==> src/rtl/ibuf2axis.sv <==
// ibuf2axis: drains header+data packet records from the ibuf onto a 64-bit AXI4-Stream.
// Define IBUF2AXIS_STATS_EN to add the pkt_count/drop_count outputs.
module ibuf2axis #(
   parameter int unsigned BW       = 10,
   parameter logic [7:0]  SRC_PORT = 8'h00,
   parameter logic [15:0] MAX_LEN  = 16'd1518
) (
   input  logic          m_axis_aclk,
   input  logic          m_axis_aresetp,
   input  logic [BW:0]   committed_prod,
   output logic [BW:0]   committed_cons,
   output logic [BW-1:0] rd_addr,
   input  logic [63:0]   rd_data,
   output logic [63:0]   m_axis_tdata,
   output logic [7:0]    m_axis_tstrb,
   output logic [127:0]  m_axis_tuser,
   output logic          m_axis_tvalid,
   output logic          m_axis_tlast,
   input  logic          m_axis_tready
`ifdef IBUF2AXIS_STATS_EN
   ,
   output logic [31:0]   pkt_count,
   output logic [31:0]   drop_count
`endif
);

   localparam int unsigned CW = (BW + 1 > 14) ? BW + 1 : 14;

   typedef enum logic [2:0] {StIdle, StHdrRd, StHdrChk, StData, StDrop} state_e;

   state_e             state_q, state_d;
   logic [BW:0]        prod_q, rd_ptr_q, rd_ptr_d, cons_q, cons_d, avail;
   logic [13:0]        words_q, words_d, issued_q, issued_d, sent_q, sent_d, hdr_words;
   logic [2:0]         len_lo_q, len_lo_d;
   logic [127:0]       tuser_q, tuser_d;
   logic [15:0]        hdr_len;
   logic [16:0]        hdr_len_p7;
   logic [1:0][63:0]   skid_q;
   logic [1:0]         cnt_q, cnt_d;
   logic [2:0]         occ;
   logic [7:0]         last_strb;
   logic               wr_idx_q, rd_idx_q, inflight_q;
   logic               hdr_bad, drop_ok, last_beat, fire, issue;

   assign avail      = prod_q - rd_ptr_q;
   assign rd_addr    = rd_ptr_q[BW-1:0];
   assign committed_cons = cons_q;
   assign hdr_len    = rd_data[47:32];
   assign hdr_len_p7 = {1'b0, hdr_len} + 17'd7;
   assign hdr_words  = hdr_len_p7[16:3];
   assign hdr_bad    = (hdr_len == 16'd0) || (hdr_len > MAX_LEN);
   assign drop_ok    = CW'(avail) >= CW'(words_q);
   assign last_beat  = (sent_q == words_q - 14'd1);
   assign fire       = m_axis_tvalid && m_axis_tready;
   // Occupancy after this cycle's pop; keeps buffered + in-flight words at most 2.
   assign occ        = {1'b0, cnt_q} + {2'b00, inflight_q} - {2'b00, fire};
   assign issue      = (state_q == StData) && (avail != '0) && (issued_q < words_q)
                       && (occ < 3'd2);
   assign cnt_d      = cnt_q + {1'b0, inflight_q} - {1'b0, fire};
   assign last_strb  = (len_lo_q == 3'd0) ? 8'hFF : (8'h01 << len_lo_q) - 8'h01;

   always_ff @(posedge m_axis_aclk or posedge m_axis_aresetp) begin
      if (m_axis_aresetp) state_q <= StIdle;
      else                state_q <= state_d;
   end

   always_comb begin
      state_d = state_q;
      unique case (state_q)
         StIdle:   if (avail != '0) state_d = StHdrRd;
         StHdrRd:  state_d = StHdrChk;
         StHdrChk: state_d = hdr_bad ? StDrop : StData;
         StData:   if (fire && last_beat) state_d = StIdle;
         StDrop:   if (drop_ok) state_d = StIdle;
         default:  state_d = StIdle;
      endcase
   end

   always_comb begin
      rd_ptr_d = rd_ptr_q;
      cons_d   = cons_q;
      words_d  = words_q;
      issued_d = issued_q;
      sent_d   = sent_q;
      len_lo_d = len_lo_q;
      tuser_d  = tuser_q;
      if (state_q == StHdrChk) begin
         rd_ptr_d = rd_ptr_q + (BW + 1)'(1);
         cons_d   = rd_ptr_q + (BW + 1)'(1);
         words_d  = hdr_words;
         issued_d = 14'd0;
         sent_d   = 14'd0;
         len_lo_d = hdr_len[2:0];
         tuser_d  = {104'd0, SRC_PORT, hdr_len};
      end
      if (issue) begin
         rd_ptr_d = rd_ptr_q + (BW + 1)'(1);
         issued_d = issued_q + 14'd1;
      end
      if (fire) begin
         cons_d = cons_q + (BW + 1)'(1);
         sent_d = sent_q + 14'd1;
      end
      if (state_q == StDrop && drop_ok) begin
         rd_ptr_d = rd_ptr_q + (BW + 1)'(words_q);
         cons_d   = cons_q + (BW + 1)'(words_q);
      end
   end

   always_ff @(posedge m_axis_aclk or posedge m_axis_aresetp) begin
      if (m_axis_aresetp) begin
         prod_q     <= '0;
         rd_ptr_q   <= '0;
         cons_q     <= '0;
         words_q    <= '0;
         issued_q   <= '0;
         sent_q     <= '0;
         len_lo_q   <= '0;
         tuser_q    <= '0;
         skid_q     <= '0;
         cnt_q      <= '0;
         wr_idx_q   <= 1'b0;
         rd_idx_q   <= 1'b0;
         inflight_q <= 1'b0;
      end else begin
         prod_q     <= committed_prod;
         rd_ptr_q   <= rd_ptr_d;
         cons_q     <= cons_d;
         words_q    <= words_d;
         issued_q   <= issued_d;
         sent_q     <= sent_d;
         len_lo_q   <= len_lo_d;
         tuser_q    <= tuser_d;
         cnt_q      <= cnt_d;
         inflight_q <= issue;
         if (inflight_q) begin
            skid_q[wr_idx_q] <= rd_data;
            wr_idx_q         <= ~wr_idx_q;
         end
         if (fire) rd_idx_q <= ~rd_idx_q;
      end
   end

   always_comb begin
      m_axis_tvalid = (cnt_q != 2'd0);
      m_axis_tdata  = skid_q[rd_idx_q];
      m_axis_tuser  = tuser_q;
      m_axis_tlast  = m_axis_tvalid && last_beat;
      m_axis_tstrb  = 8'h00;
      if (m_axis_tvalid) m_axis_tstrb = last_beat ? last_strb : 8'hFF;
   end

`ifdef IBUF2AXIS_STATS_EN
   always_ff @(posedge m_axis_aclk or posedge m_axis_aresetp) begin
      if (m_axis_aresetp) begin
         pkt_count  <= '0;
         drop_count <= '0;
      end else begin
         if (fire && last_beat) pkt_count <= pkt_count + 32'd1;
         if (state_q == StHdrChk && hdr_bad) drop_count <= drop_count + 32'd1;
      end
   end
`endif

endmodule

==> config.mk <==
export PLATFORM = sky130hd
export DESIGN_NAME = ibuf2axis
export DESIGN_NICKNAME = d
export VERILOG_FILES = /design/src/rtl/ibuf2axis.sv
export SDC_FILE = /design/constraint.sdc
export NUM_CORES = 1
export LEC_CHECK = 0
export ABC_AREA = 1
export CORE_MARGIN = 2
export CORE_UTILIZATION = 50
export CTS_BUF_LIST = sky130_fd_sc_hd__clkbuf_4 sky130_fd_sc_hd__clkbuf_8 sky130_fd_sc_hd__clkbuf_16
export CTS_CLUSTER_SIZE = 20
export DETAILED_ROUTE_END_ITERATION = 8
export PLACE_DENSITY = 0.79
export SLEW_MARGIN = 20
export SYNTH_ARGS = -nofsm -noshare
export SYNTH_HDL_FRONTEND = slang
export SYNTH_SLANG_ARGS = --single-unit
==> constraint.sdc <==
create_clock -name m_axis_aclk -period 10.7 [get_ports m_axis_aclk]
set_input_delay 2.14 -clock m_axis_aclk [delete_from_list [all_inputs] [get_ports m_axis_aclk]]
set_output_delay 2.14 -clock m_axis_aclk [all_outputs]
set_load 0.1 [all_outputs]
# ---- Yosys cells after proc, flatten, opt, wreduce, memory -nomap -nowiden
# Index checks and enable logic that the tools add are counted.
dict set report totals {
  latchBits 0
  mem_bits_rw 0
  mem_bits_ro 0
  regBits 230
  mem_count 0
  word_cells 87
  output_inout_bits 223
  inputBits 78
}
dict set report op_classes {
  order_cmp 7
  shift 1
  div 0
  muxes 21
  add_sub_neg 14
  reduce_logical 19
  bitwise_logic 2
  n_mul 0
  eq_ne 8
}
# op count
set op_table {}
lappend op_table {{$mux W64} 3}
lappend op_table {{$bwmux W128} 1}
lappend op_table {{$demux W64 S1} 1}
lappend op_table {{$mux W11} 5}
lappend op_table {{$mux W14} 3}
lappend op_table {{$add A14 B1 Y14 const B} 2}
lappend op_table {{$mux W8} 3}
lappend op_table {{$add A11 B1 Y11 const B} 2}
lappend op_table {{$add A11 B11 Y11} 2}
lappend op_table {{$add A16 B3 Y17 const B} 1}
lappend op_table {{$gt A16 B11 Y1 const B} 1}
lappend op_table {{$logic_not A16 Y1} 1}
lappend op_table {{$pmux W3 S5} 1}
lappend op_table {{$eq A14 B14 Y1} 1}
lappend op_table {{$ge A11 B14 Y1} 1}
lappend op_table {{$lt A14 B14 Y1} 1}
lappend op_table {{$sub A14 B1 Y14 const B} 1}
lappend op_table {{$mux W3} 4}
lappend op_table {{$reduce_bool A11 Y1} 1}
lappend op_table {{$sub A11 B11 Y11} 1}
lappend op_table {{$logic_and A1 B1 Y1} 8}
lappend op_table {{$shl A1 B3 Y8 const A} 1}
lappend op_table {{$sub A8 B1 Y8 const B} 1}
lappend op_table {{$eq A3 B2 Y1 const B} 2}
lappend op_table {{other kinds (17)} 24}

# ---- Longest topological paths before layout
# Gate-level depths: netlist of run 1.
dict set report depth {
  depth_word 7
  ltp_mapped 25
  depth_no_buf 24
}

# ---- Least setup slack after synthesis of run 1
# OpenSTA, ideal clock, no wires.
dict set report synth_timing {
  kind {reg-to-output}
  startpoint {reg words_q[1]}
  endpoint {out m_axis_tlast}
  path_buffers 0
  path_stages_with_launch 11
  arrival_ps 3674
  setup_slack_ps 4886
  path_cell_list {dfrtp_1 -> inv_1 -> ha_1 -> nand2_1 -> nor2_1 -> nand2_1 -> xor2_1 -> o21ai_0 -> nor3_1 -> nand4_1 -> nor3_1}
}
dict set report synth_between {
  elab_chain_cells 3
}
# item line_no
set synth_rtl {}
lappend synth_rtl {{start: declaration} 33} ;# logic [13:0] words_q, words_d, issued_q, issued_d, sent_q, sent_d, hdr_words;
lappend synth_rtl {{start signal: assignment} 129} ;# words_q <= words_d;
lappend synth_rtl {{$sub A14 B1 Y14} 53} ;# assign last_beat = (sent_q == words_q - 14'd1);
lappend synth_rtl {{$eq A14 B14 Y1} 53}
lappend synth_rtl {{$logic_and A1 B1 Y1} 148} ;# m_axis_tlast = m_axis_tvalid && last_beat;
lappend synth_rtl {{end: declaration} 18} ;# output logic m_axis_tlast,
# No other way between the ends.

# ---- Worst setup path in the final report of run 1
# Same ends and word-level chain as after synthesis.

==> impl_metrics.toml, run 1 <==
[worst_setup_path]
crit_chain = "inv_1 > ha_1 > nand2_1 > nor2_1 > nand2_1 > xor2_1 > o21ai_0 > nor3_1 > nand4_1 > nor3_1 > clkdlybuf4s50_1"
arrival_ns = 4.15
slowest_delay_ns = 1.24
end_kind = "output pin"
cpLargestDelayFamily = "buffers and inverters"
cpMaxStageDelayCell = "clkdlybuf4s50_1"
required_ns = 8.56
cp-start-kind = "flop"
worstPathBufferInverterCount = 2
crit_fanout = 6
crit_type = "flop to output pin"

[grt]
grt_pass1_wl_um = 59400
grt_max_degree = 130
grt_pass1_vias = 11600
grt_antenna_before_repair = 2
grt-ovfl-total = 0
grtUsageTotal_pct = 24.4

[timing]
fin_crit_ns = 6.29
fmax_mhz = 159
setup_viol = 0
skew_ns = 0.0183
fin_crit_sh_pct = 58.8
finalMaxSlewViolations = 0
rsz0062_at_grt = "no"
tightest_slew_ns = 1.11
slew_headroom_pct = 25.5
hold_viol_final = 0
setup_tns_ns = 0

[placed_design]
dp_hpwl_um = 26500
gp_congestion = 0.936
port_buffers = 188

[logic_synthesis]
synthDistinctLibCells = 53
synthesis.area_um2 = 14200
yosysMostFrequentCell = "nand2_1"
syn_inst = 1747
syn_avg_cell_area_um2 = 8.13
synth-seq-area-share_pct = 40.0
synth_edf_count = 0
synth_common_cells = "nand2_1, dfrtp_1, inv_1, o21ai_0, buf_4"
synthTopCellsByArea = "dfrtp_1, nand2_1, o21ai_0, buf_4, ha_1"
async_flop_share_pct = 100
ys.warnings.count = 0
synth_top_area_share_pct = 40.0
ys_ff_latch = 227
synth-main-ff-cell = "dfrtp_1"
yosysTopAreaCell = "dfrtp_1"

[cts]
cts_buffer_depth = 3
cts_hold_buf = 0
cts_root_buf = "clkbuf_16"
cts.sinks = 227
cts_resized = 0
cts_setup_buffers = 0
clkTransAtPathRegs_ns = 0.06
cts_tree = "done"
cts_buffers = 26
h-tree-depth = 1
clk_latency_ns = 0.55

[floorplanning]
io_pins = 301
dieArea_um2 = 29800
start_util_pct = 51.0
rows = 61
core_um2 = 27900
die_x_um = 173
fp.dieH_um = 173

[drt]
detail_route.wl_per_cell_um = 16.0
finalWirelength_um = 36700
vias_per_cell = 5.19
via_count = 11900
drc = 0
antenna_left = 0
first_iter_violations = 1036
first_pass_iters = 5

[min_path]
hp-class = "flop to flop"

[job]
maxCapViolations = 0

[final_layout]
drive_gt1_share_pct = 8.81
diodes = 0
nets = 2042
areaGrowthSynthToFinish_pct = 17.9

[status]
status = "complete, no violations"
==> worst reg2reg max path, stage by stage (launching register included) <==
cell and delay (ns):
dfrtp_1 0.53, ha_1 0.30, fa_1 0.41, inv_1 0.12, nand3_1 0.10, nand2_1 0.11, nand4_1 0.10, nand2_1 0.08
nand2_1 0.05, nand2_1 0.18, ha_1 0.27, nand2_1 0.10, o21ai_0 0.11, a32oi_1 0.19, nand2_1 0.07, inv_1 0.09
nand2_2 0.19, nand2_2 0.62, inv_1 0.34, nor2_4 0.32, nand2_1 0.09, nand2_1 0.07, inv_1 0.04
==> sequential cells by signal, indices dropped and copies added (netlist names) <==
name,flops
cnt_q,2
committed_cons,11
inflight_q,1
issued_q,14
len_lo_q,2
m_axis_tuser,14
prod_q,11
rd_idx_q,1
rd_ptr_q,11
sent_q,14
skid_q,128
state_q,3
words_q,14
wr_idx_q,1
==> cell usage in the layout, fill, tap and decap left out, types with 3 or more instances in the layout <==
cell type,count
nor2_2,7
dfrtp_1,226
nand3b_1,4
nand2_2,7
a21oi_1,45
o21bai_1,3
inv_1,188
buf_4,6
mux2_2,64
o211ai_1,4
xnor2_1,14
nor2_4,4
ha_1,61
a31oi_1,7
clkdlybuf4s50_1,188
nand3_2,5
o22ai_1,10
fa_1,4
clkbuf_8,8
o22ai_2,4
a22oi_1,4
conb_1,112
nand2_1,389
o21a_1,3
o31ai_1,3
nor3_1,28
nand3_1,90
o21ai_0,188
inv_2,5
nor2_1,79
or2_2,4
a21oi_2,3
clkbuf_4,12
clkbuf_16,26
nand4_1,36
xor2_1,45
==> final cells by class <==
type                            instances  area [um2]
Clock buffer                           46         851
Clock inverter                          2        35.0
Fill cell                            2415       11100
Inverter                              194         736
Multi-Input combinational cell       1254        7020
Sequential cell                       227        5680
Tap cell                              378         473
Timing Repair Buffer                  196        1950
==> metrics by stage <==
| stage | worst slack (ns) | std cells | hold WS, ns | utilization, % | cell area, um2 |
|---|---|---|---|---|---|
| final | 4.41 | 2297 | 0.481 | 60.1 | 16700 |
| after global routing | 4.25 | 2297 | 0.502 | 60.1 | 16700 |
| after detailed placement | 4.63 | 2249 | 0.468 | 56.9 | 15800 |
| after floorplan | 2.34 | 1858 | 0.448 | - | 14600 |
| after global placement | 4.71 | 2249 | 0.459 | 56.9 | 15800 |
| after CTS | 4.44 | 2297 | 0.483 | 60.1 | 16700 |
==> kinds of logic after synthesis <==
| group | share of synthesized area [%] |
|---|---|
| other | 0.0264 |
| adder cells (fa/ha/maj) | 5.94 |
| AND/OR/NAND/NOR | 20.7 |
| XOR/XNOR | 3.64 |
| multiplexers | 5.07 |
| buffers and inverters | 13.7 |
| AO/OA/AOI/OAI | 11.0 |
| flip-flops | 40.0 |
==> per-layer routing <==
metal	GRT usage (%)	share of wire [%]
met5	0	0.030
met4	8.26	3.3
met3	8.66	10
met2	38.8	45
met1	31.0	41
==> final timing paths <==
kind	slack, ns	start	depth (start not counted)	to
setup / recovery	4.41	words_q[1]$_DFFE_PP0P_	11	m_axis_tlast
hold / removal	0.48	skid_q[119]$_DFFE_PP0P_	2	skid_q[119]$_DFFE_PP0P_
setup reg to reg	6.12	rd_ptr_q[0]$_DFFE_PP0P_	22	committed_cons[5]$_DFFE_PP0P_
hold reg to reg	0.48	skid_q[119]$_DFFE_PP0P_	2	skid_q[119]$_DFFE_PP0P_
max in group asynchronous	7.15	m_axis_aresetp	3	rd_idx_q$_DFFE_PP0P_
min in group asynchronous	2.06	m_axis_aresetp	2	skid_q[41]$_DFFE_PP0P_
Power of run 1 is not shown: default switching activity piles up to over one toggle a cycle in this logic, so the estimate is an artifact.
==> run 2: changes to the inputs <==
==> constraint.sdc (replaced) <==
create_clock -name m_axis_aclk -period 6.1 [get_ports m_axis_aclk]
set_input_delay 1.22 -clock m_axis_aclk [delete_from_list [all_inputs] [get_ports m_axis_aclk]]
set_output_delay 1.22 -clock m_axis_aclk [all_outputs]
set_load 0.1 [all_outputs]
==> run 2 against run 1 <==
Sequential share of layout area fell by 0.12 points. Flip-flop and latch count unchanged. Critical path depth unchanged. Worst hold slack lost 0.0019 ns. Non-clock buffer count up 3. Final area increased by 0.35%. Core utilization increased by 0.21 points. Die area is the same. Critical path type unchanged.
==> impl_metrics.toml, run 2 (synthesis gave the netlist of run 1 again) <==
[status]
status = "complete, no violations"

[floorplanning]
rows = 61
die_x_um = 173
dieArea_um2 = 29800
fp.dieH_um = 173
io_pins = 301
core_um2 = 27900
start_util_pct = 51.0

[drt]
detail_route.wl_per_cell_um = 16.1
finalWirelength_um = 37100
drc = 0
via_count = 12000
first_iter_violations = 964
first_pass_iters = 5
vias_per_cell = 5.21
antenna_left = 0

[timing]
rsz0062_at_grt = "no"
finalMaxSlewViolations = 0
hold_viol_final = 0
fin_crit_sh_pct = 87.0
setup_tns_ns = 0
fmax_mhz = 188
tightest_slew_ns = 1.10
slew_headroom_pct = 26.2
fin_crit_ns = 5.31
setup_viol = 0
skew_ns = 0.0132

[cts]
cts_root_buf = "clkbuf_16"
cts_buffer_depth = 3
cts_tree = "done"
cts.sinks = 227
cts_hold_buf = 0
clkTransAtPathRegs_ns = 0.06
cts_resized = 0
cts_buffers = 26
h-tree-depth = 1
cts_setup_buffers = 0
clk_latency_ns = 0.55

[worst_setup_path]
slowest_delay_ns = 1.22
cp-start-kind = "flop"
end_kind = "output pin"
arrival_ns = 4.09
required_ns = 4.88
crit_fanout = 6
crit_type = "flop to output pin"
crit_chain = "inv_1 > ha_1 > nand2_1 > nor2_1 > nand2_1 > xor2_1 > o21ai_0 > nor3_1 > nand4_1 > nor3_1 > clkdlybuf4s50_1"
cpMaxStageDelayCell = "clkdlybuf4s50_1"

[placed_design]
gp_congestion = 0.934
dp_hpwl_um = 26900
port_buffers = 188

[grt]
grt_pass1_vias = 11700
grt-ovfl-total = 0
grt_max_degree = 130
grtUsageTotal_pct = 24.6
grt_pass1_wl_um = 60500
grt_antenna_before_repair = 0

[final_layout]
fill_cells = 2412
nets = 2045
final_common_cell = "nand2_1"
final_cell_mix = "nand2_1, dfrtp_1, inv_1, o21ai_0, clkdlybuf4s50_1"
areaGrowthSynthToFinish_pct = 18.3
register_area_um2 = 5680
drive_gt1_share_pct = 8.95
multi_input_area_um2 = 7020
largest_reg_flops = 128
diodes = 0
regMostFlops = "skid_q"

[min_path]
hp-class = "flop to flop"

[job]
maxCapViolations = 0
run 2: cell types whose count changed in the layout (fill, tap and decap cells not counted):
cell | before | now
buf_12 | 0 | 1
buf_4 | 6 | 8
bufinv_16 | 0 | 2
clkbuf_4 | 12 | 0
clkinv_2 | 1 | 9
clkinv_4 | 0 | 2
clkinvlp_4 | 0 | 1
inv_8 | 1 | 0
run 2: final timing paths:
path | start | end | slack (ns) | depth (start not counted)
hold reg to reg | skid_q[3]$_DFFE_PP0P_ | skid_q[3]$_DFFE_PP0P_ | 0.48 | 2
min in group asynchronous | m_axis_aresetp | skid_q[35]$_DFFE_PP0P_ | 1.16 | 2
hold / removal | skid_q[3]$_DFFE_PP0P_ | skid_q[3]$_DFFE_PP0P_ | 0.48 | 2
setup / recovery | words_q[1]$_DFFE_PP0P_ | m_axis_tlast | 0.79 | 11
setup reg to reg | cnt_q[1]$_DFF_PP0_ | rd_ptr_q[8]$_DFFE_PP0P_ | 1.80 | 19
max in group asynchronous | m_axis_aresetp | rd_idx_q$_DFFE_PP0P_ | 3.70 | 3
run 2: metal layers:
layer | up-vias | share of wire [%] | track usage [%]
met4 | 0 | 3.1 | 7.76
met1 | 5695 | 42 | 30.9
met2 | 425 | 46 | 40.6
met3 | 69 | 9.1 | 7.34
met5 | - | 0 | 0
li1 | 5804 | - | -
run 2: final cells by class:
type,instances,share of cell area (%)
sequential,227,33.8
clock inverter,14,0.909
inverter,194,4.36
clock buffer,34,4.53
tap,378,2.82
timing repair buffer,199,11.8
multi-input combinational,1254,41.8
run 2: critical path, delay by kind of cell, from the launching register on:
kind	cells	cell delay [ns]
flip-flops	1	0.42
AND/OR/NAND/NOR	6	1.01
adder cells (fa/ha/maj)	1	0.34
XOR/XNOR	1	0.16
AO/OA/AOI/OAI	1	0.10
buffers and inverters	2	1.50
run 2: metrics by stage:
stage	hold slack [ns]	setup WS, ns	instance area (um2)	cells	util [%]
2_1_floorplan	0.448	1.21	14600	1858	-
3_3_place_gp	0.460	1.13	15900	2252	57.0
3_5_place_dp	0.469	1.00	15900	2252	57.0
4_1_cts	0.484	0.788	16800	2300	60.3
5_1_grt	0.500	0.535	16800	2300	60.3
6_report	0.479	0.792	16800	2300	60.3
Power of run 2 is left out for the same reason.
==> run 3: changes to the inputs <==
--- a/config.mk
+++ b/config.mk
@@ -9,7 +9,6 @@
 export CORE_MARGIN = 2
 export CORE_UTILIZATION = 50
 export CTS_BUF_LIST = sky130_fd_sc_hd__clkbuf_4 sky130_fd_sc_hd__clkbuf_8 sky130_fd_sc_hd__clkbuf_16
-export CTS_CLUSTER_SIZE = 20
 export DETAILED_ROUTE_END_ITERATION = 8
 export PLACE_DENSITY = 0.79
 export SLEW_MARGIN = 20
==> results of run 3 <==
Final layout, timing and power as in run 2 (identical DEF).
Power of run 3 is left out for the same reason.
==> edit 1 (config.mk and constraints of run 2) <==
`words_q` no longer has a reset.
--- a/src/rtl/ibuf2axis.sv
+++ b/src/rtl/ibuf2axis.sv
@@ -112,7 +112,6 @@
          prod_q     <= '0;
          rd_ptr_q   <= '0;
          cons_q     <= '0;
-         words_q    <= '0;
          issued_q   <= '0;
          sent_q     <= '0;
          len_lo_q   <= '0;
@@ -126,7 +125,6 @@
          prod_q     <= committed_prod;
          rd_ptr_q   <= rd_ptr_d;
          cons_q     <= cons_d;
-         words_q    <= words_d;
          issued_q   <= issued_d;
          sent_q     <= sent_d;
          len_lo_q   <= len_lo_d;
@@ -139,6 +137,10 @@
          end
          if (fire) rd_idx_q <= ~rd_idx_q;
       end
+   end
+
+   always_ff @(posedge m_axis_aclk) begin
+      words_q <= words_d;
    end
 
    always_comb begin
Check against the original RTL: same outputs for any inputs over 4 cycles, from zero or initial values and one cycle with m_axis_aresetp high; that may be too few to reach the edited logic, so the function may still have changed.
==> edit 1 against run 2 <==
- hold slack better by 4.8 ps
- design area is 0.54% lower
- utilization is 0.32 points lower
- sequential cell count stayed put
- synthesized area hardly changed
- count of clock-buffer cells in the layout stayed put
- via count is 3.6% higher
- global-route usage is 0.065 points lower
- routed wire length hardly changed
- worst setup slack better by 92 ps
- final cell count is 5.9% higher
- critical path type unchanged
Power is not shown: default switching activity piles up to over one toggle a cycle in this logic, so the estimate is an artifact.
==> edit 1: results (changes against run 2) <==
| Parameter | Reported | vs run 2 |
| --- | --- | --- |
| Number of fillers in the final layout | 2468 | +2.3% |
| Sequential cell area fraction in the yosys report | 40.5% | +0.47 points |
| Arrival @ worst endpoint | 4000 ps | -90 ps |
| Top area cells in the synthesized netlist | dfrtp_1, nand2_1, o21ai_0, buf_4, ha_1 |  |
| Async SR Flop Fraction | 93.8% | -6.2 points |
| Class of the worst hold path | register to register |  |
| Max FFs per register | 128 | unchanged |
| Synth warnings | 0 | unchanged |
| TritonCTS clock tree | built |  |
| Pin count of the biggest net entering global routing | 146 | +12% |
| Final weighted congestion of routability-driven global placement | 0.910 | -2.6% |
| Max stage delay on crit path | 1200 ps | -20 ps |
| DPL Wire Length | 26400 um | -1.7% |
| Number of buffers added on ports | 188 | unchanged |
| Buffer depth of the longest clock path | 3 | unchanged |
| Clk_lat worst skew | 550 ps | about the same |
| Cell types with the highest counts after synthesis | nand2_1, dfrtp_1, o21ai_0, inv_1, buf_4 |  |
| Number of enable-type register cells in the synthesized netlist | 14 | +14 |
| Setup-failing EPs final | 0 | unchanged |
| Crit path max fanout | 7 | +1 |
| Placed instance area | 15900 sq um | +0.20% |
| Via count of the first global-routing pass | 11872 | +1.3% |
| Clock buffer count from CTS | 25 | -3.8% |
| Layout Nets | 2182 | +6.7% |
| Number of levels in the clock H-tree | 1 | unchanged |
| Distinct cells, synth | 51 | -3.8% |
| Setup skew after layout | 10.1 ps | -3.05 ps |
| Number of detailed-route iterations in the first pass | 5 | unchanged |
| Worst max-slew margin expressed relative to the limit | 27.1% | +0.93 points |
| Number of vias in the routed layout | 12429 | +3.6% |
| First-pass GRT wire length | 60300 um | -0.35% |
| Post-CTS repair timing setup buffer count | 0 | unchanged |
| Antenna violations before repair | 2 | +2 |
| Status | completed |  |
| Total area of multi-input combinational cells | 6940 sq um | -1.1% |
| Worst slack, placed | 1490 ps | +487 ps |
| Fraction of layout instances using a drive strength above 1 | 4.38% | -4.6 points |
| GR Util All Layers | 24.5% | -0.065 points |
| Kind of cell with the highest combined delay on the critical path | simple AND/OR/NAND/NOR gates |  |
| Final Routed Wirelength | 37100 um | about the same |
| First DRT Iteration DRCs | 1126 | +17% |
| Root cell of the clock tree | clkbuf_16 |  |
-- edit 1: cells by family (layout without fill, tap and decap cells) --
group	after synthesis	count (layout)	share of synthesized area, %
AO/OA/AOI/OAI	275	275	10.2
XOR/XNOR	67	67	4.23
adder cells (fa/ha/maj)	65	65	5.93
buffers and inverters	389	448	13.8
flip-flops	227	227	40.5
multiplexers	1	1	0.0704
other	1	113	0.0264
AND/OR/NAND/NOR	861	861	25.3
-- edit 1: layout make-up --
class / instances / area share, %
well taps: 378 / 2.83
inverters: 205 / 4.63
clock buffers: 34 / 4.30
flip-flops and latches: 227 / 34.4
clock inverters: 10 / 0.427
diodes: 1 / 0.0150
repair buffers: 199 / 11.9
multi-input cells: 1381 / 41.5
-- edit 1: final timing paths --
| check | start | endpoint | slack [ps] | cells after the start |
|---|---|---|---|---|
| max | words_q[0] | m_axis_tlast | 880 | 13 |
| max in group asynchronous | m_axis_aresetp | skid_q[89] | 3900 | 3 |
| min | skid_q[54] | skid_q[54] | 480 | 2 |
| max reg2reg | rd_ptr_q[4] | committed_cons[3] | 2040 | 19 |
| min reg2reg | skid_q[54] | skid_q[54] | 480 | 2 |
| min in group asynchronous | m_axis_aresetp | skid_q[47] | 1060 | 2 |
-- edit 1: stage by stage --
step / hold slack (ps) / instances
finish: 483 / 2435
detailed placement: 473 / 2390
global placement: 465 / 2390
floorplan: 453 / 1997
global route: 501 / 2435
CTS: 488 / 2434
-- edit 1: per-layer routing --
metal | vias up | GRT usage (%) | part of all wire, %
li1 | 6098 | - | -
met1 | 5814 | 31.5 | 42
met2 | 447 | 40.1 | 46
met3 | 70 | 7.39 | 9.2
met4 | 0 | 6.91 | 2.8
met5 | - | 0 | 0
==> edit 2 (settings of run 2) <==
Without the edit above. The option `IBUF2AXIS_STATS_EN` is turned on by a define.
--- a/src/rtl/ibuf2axis.sv
+++ b/src/rtl/ibuf2axis.sv
@@ -1,5 +1,7 @@
 // ibuf2axis: drains header+data packet records from the ibuf onto a 64-bit AXI4-Stream.
 // Define IBUF2AXIS_STATS_EN to add the pkt_count/drop_count outputs.
+`define IBUF2AXIS_STATS_EN
+
 module ibuf2axis #(
    parameter int unsigned BW       = 10,
    parameter logic [7:0]  SRC_PORT = 8'h00,
Check against the original RTL (old outputs only; new: drop_count and pkt_count): no difference found for any inputs over 4 cycles, from zero or initial values and one cycle with m_axis_aresetp high; that may be too few to reach the edited logic, so the function may still have changed.
==> edit 2 against run 2 <==
- first-iteration DRC count up 32%
- global-route usage up 1.7 points
- routed wire length up 34%
- design area up 28%
- critical path type unchanged
- worst setup slack better by 150 ps
- utilization up 0.61 points
- critical endpoint is now m_axis_tstrb[2]
- synthesized area up 26%
- sequential cell count up 64
==> edit 2: results (changes against run 2) <==
| Parameter | Reported | vs run 2 |
| --- | --- | --- |
| Max stage delay on crit path | 960 ps | -260 ps |
| Slew at the pin closest to its max-slew limit | 1080 ps | -22.2 ps |
| Ant. Diodes | 6 | +6 |
| Met1 GRT Util | 34.5% | +3.6 points |
| Fraction of layout instances using a drive strength above 1 | 7.77% | -1.2 points |
| Floorplan die width | 193 um | +12% |
| Synth-to-Final Area Change | 20.3% |  |
| Register fraction of the total cell area | 33.8% | -0.044 points |
| GR Util All Layers | 26.2% | +1.7 points |
| Number of fillers in the final layout | 3068 | +27% |
| Cell types with the highest counts after synthesis | nand2_1, dfrtp_1, inv_1, o21ai_0, nor2_1 |  |
| CTS sink cnt | 291 | +28% |
| Met2 wire len | 22900 um | +34% |
| Final weighted congestion of routability-driven global placement | 0.943 | +0.94% |
| Setup skew after layout | 15.2 ps | +2.00 ps |
| Fraction of standard cell area in multi-input logic | 41.6% | -0.13 points |
| First DRT Iteration DRCs | 1269 | +32% |
| Clock buffer count from CTS | 34 | +31% |
| Via count of the first global-routing pass | 15043 | +28% |
| Worst slack, placed | 1490 ps | +494 ps |
| Distinct cells, synth | 56 | +5.7% |
| Layout Nets | 2580 | +26% |
| Global routing met3 resource utilization | 5.86% | -1.5 points |
| Avg Synthesized Cell Area | 8.08 sq um | -0.59% |
| Relative area of non-clock buffer cells in the final design | 12.2% | +0.44 points |
| Highest signal layer in the routed design | met5 |  |
| Antenna violations before repair | 7 | +7 |
| Clock buffer instance count of the final layout | 49 | +44% |
| First-pass GRT wire length | 79900 um | +32% |
| Layout multi-input combinational cell count | 1616 | +29% |
| Number of levels in the clock H-tree | 2 | +1 |
| Pin count of the biggest net entering global routing | 151 | +16% |
| Crit path max fanout | 37 | +31 |
| Number of vias per cell | 5.32 | +2.0% |
| # placed instances | 2860 | +27% |
| Number of buffers added on ports | 252 | +34% |
| DPL Wire Length | 36100 um | +34% |
| Status | completed |  |
-- edit 2: path summary, 6_finish.rpt --
| kind | start | to | slack (ps) | cells after the start |
|---|---|---|---|---|
| worst max-delay path | words_q[0] | m_axis_tstrb[2] | 940 | 15 |
| max in group asynchronous | m_axis_aresetp | drop_count[1] | 3610 | 3 |
| min in group asynchronous | m_axis_aresetp | pkt_count[10] | 1210 | 2 |
| worst max register to register | rd_ptr_q[0] | rd_ptr_q[0] | 1880 | 19 |
| worst min-delay path | skid_q[110] | skid_q[110] | 480 | 2 |
| worst min register to register | skid_q[110] | skid_q[110] | 480 | 2 |
-- edit 2: tightest hold or removal path, stage by stage, from the launching register on --
cell	delay [ps]
dfrtp_1	340
nand2_1	50
o21ai_0	50
-- edit 2: cells by family after synthesis --
family,Yosys count,share of synthesized area [%]
and+or+nand+nor,953,23.0
xor gates and xnor gates,130,6.55
adders and majority gates,67,4.85
buffers and inverters,421,11.7
muxes,76,4.76
AOI/OAI and AO/OA,278,8.43
other,1,0.0209
DFF,291,40.6
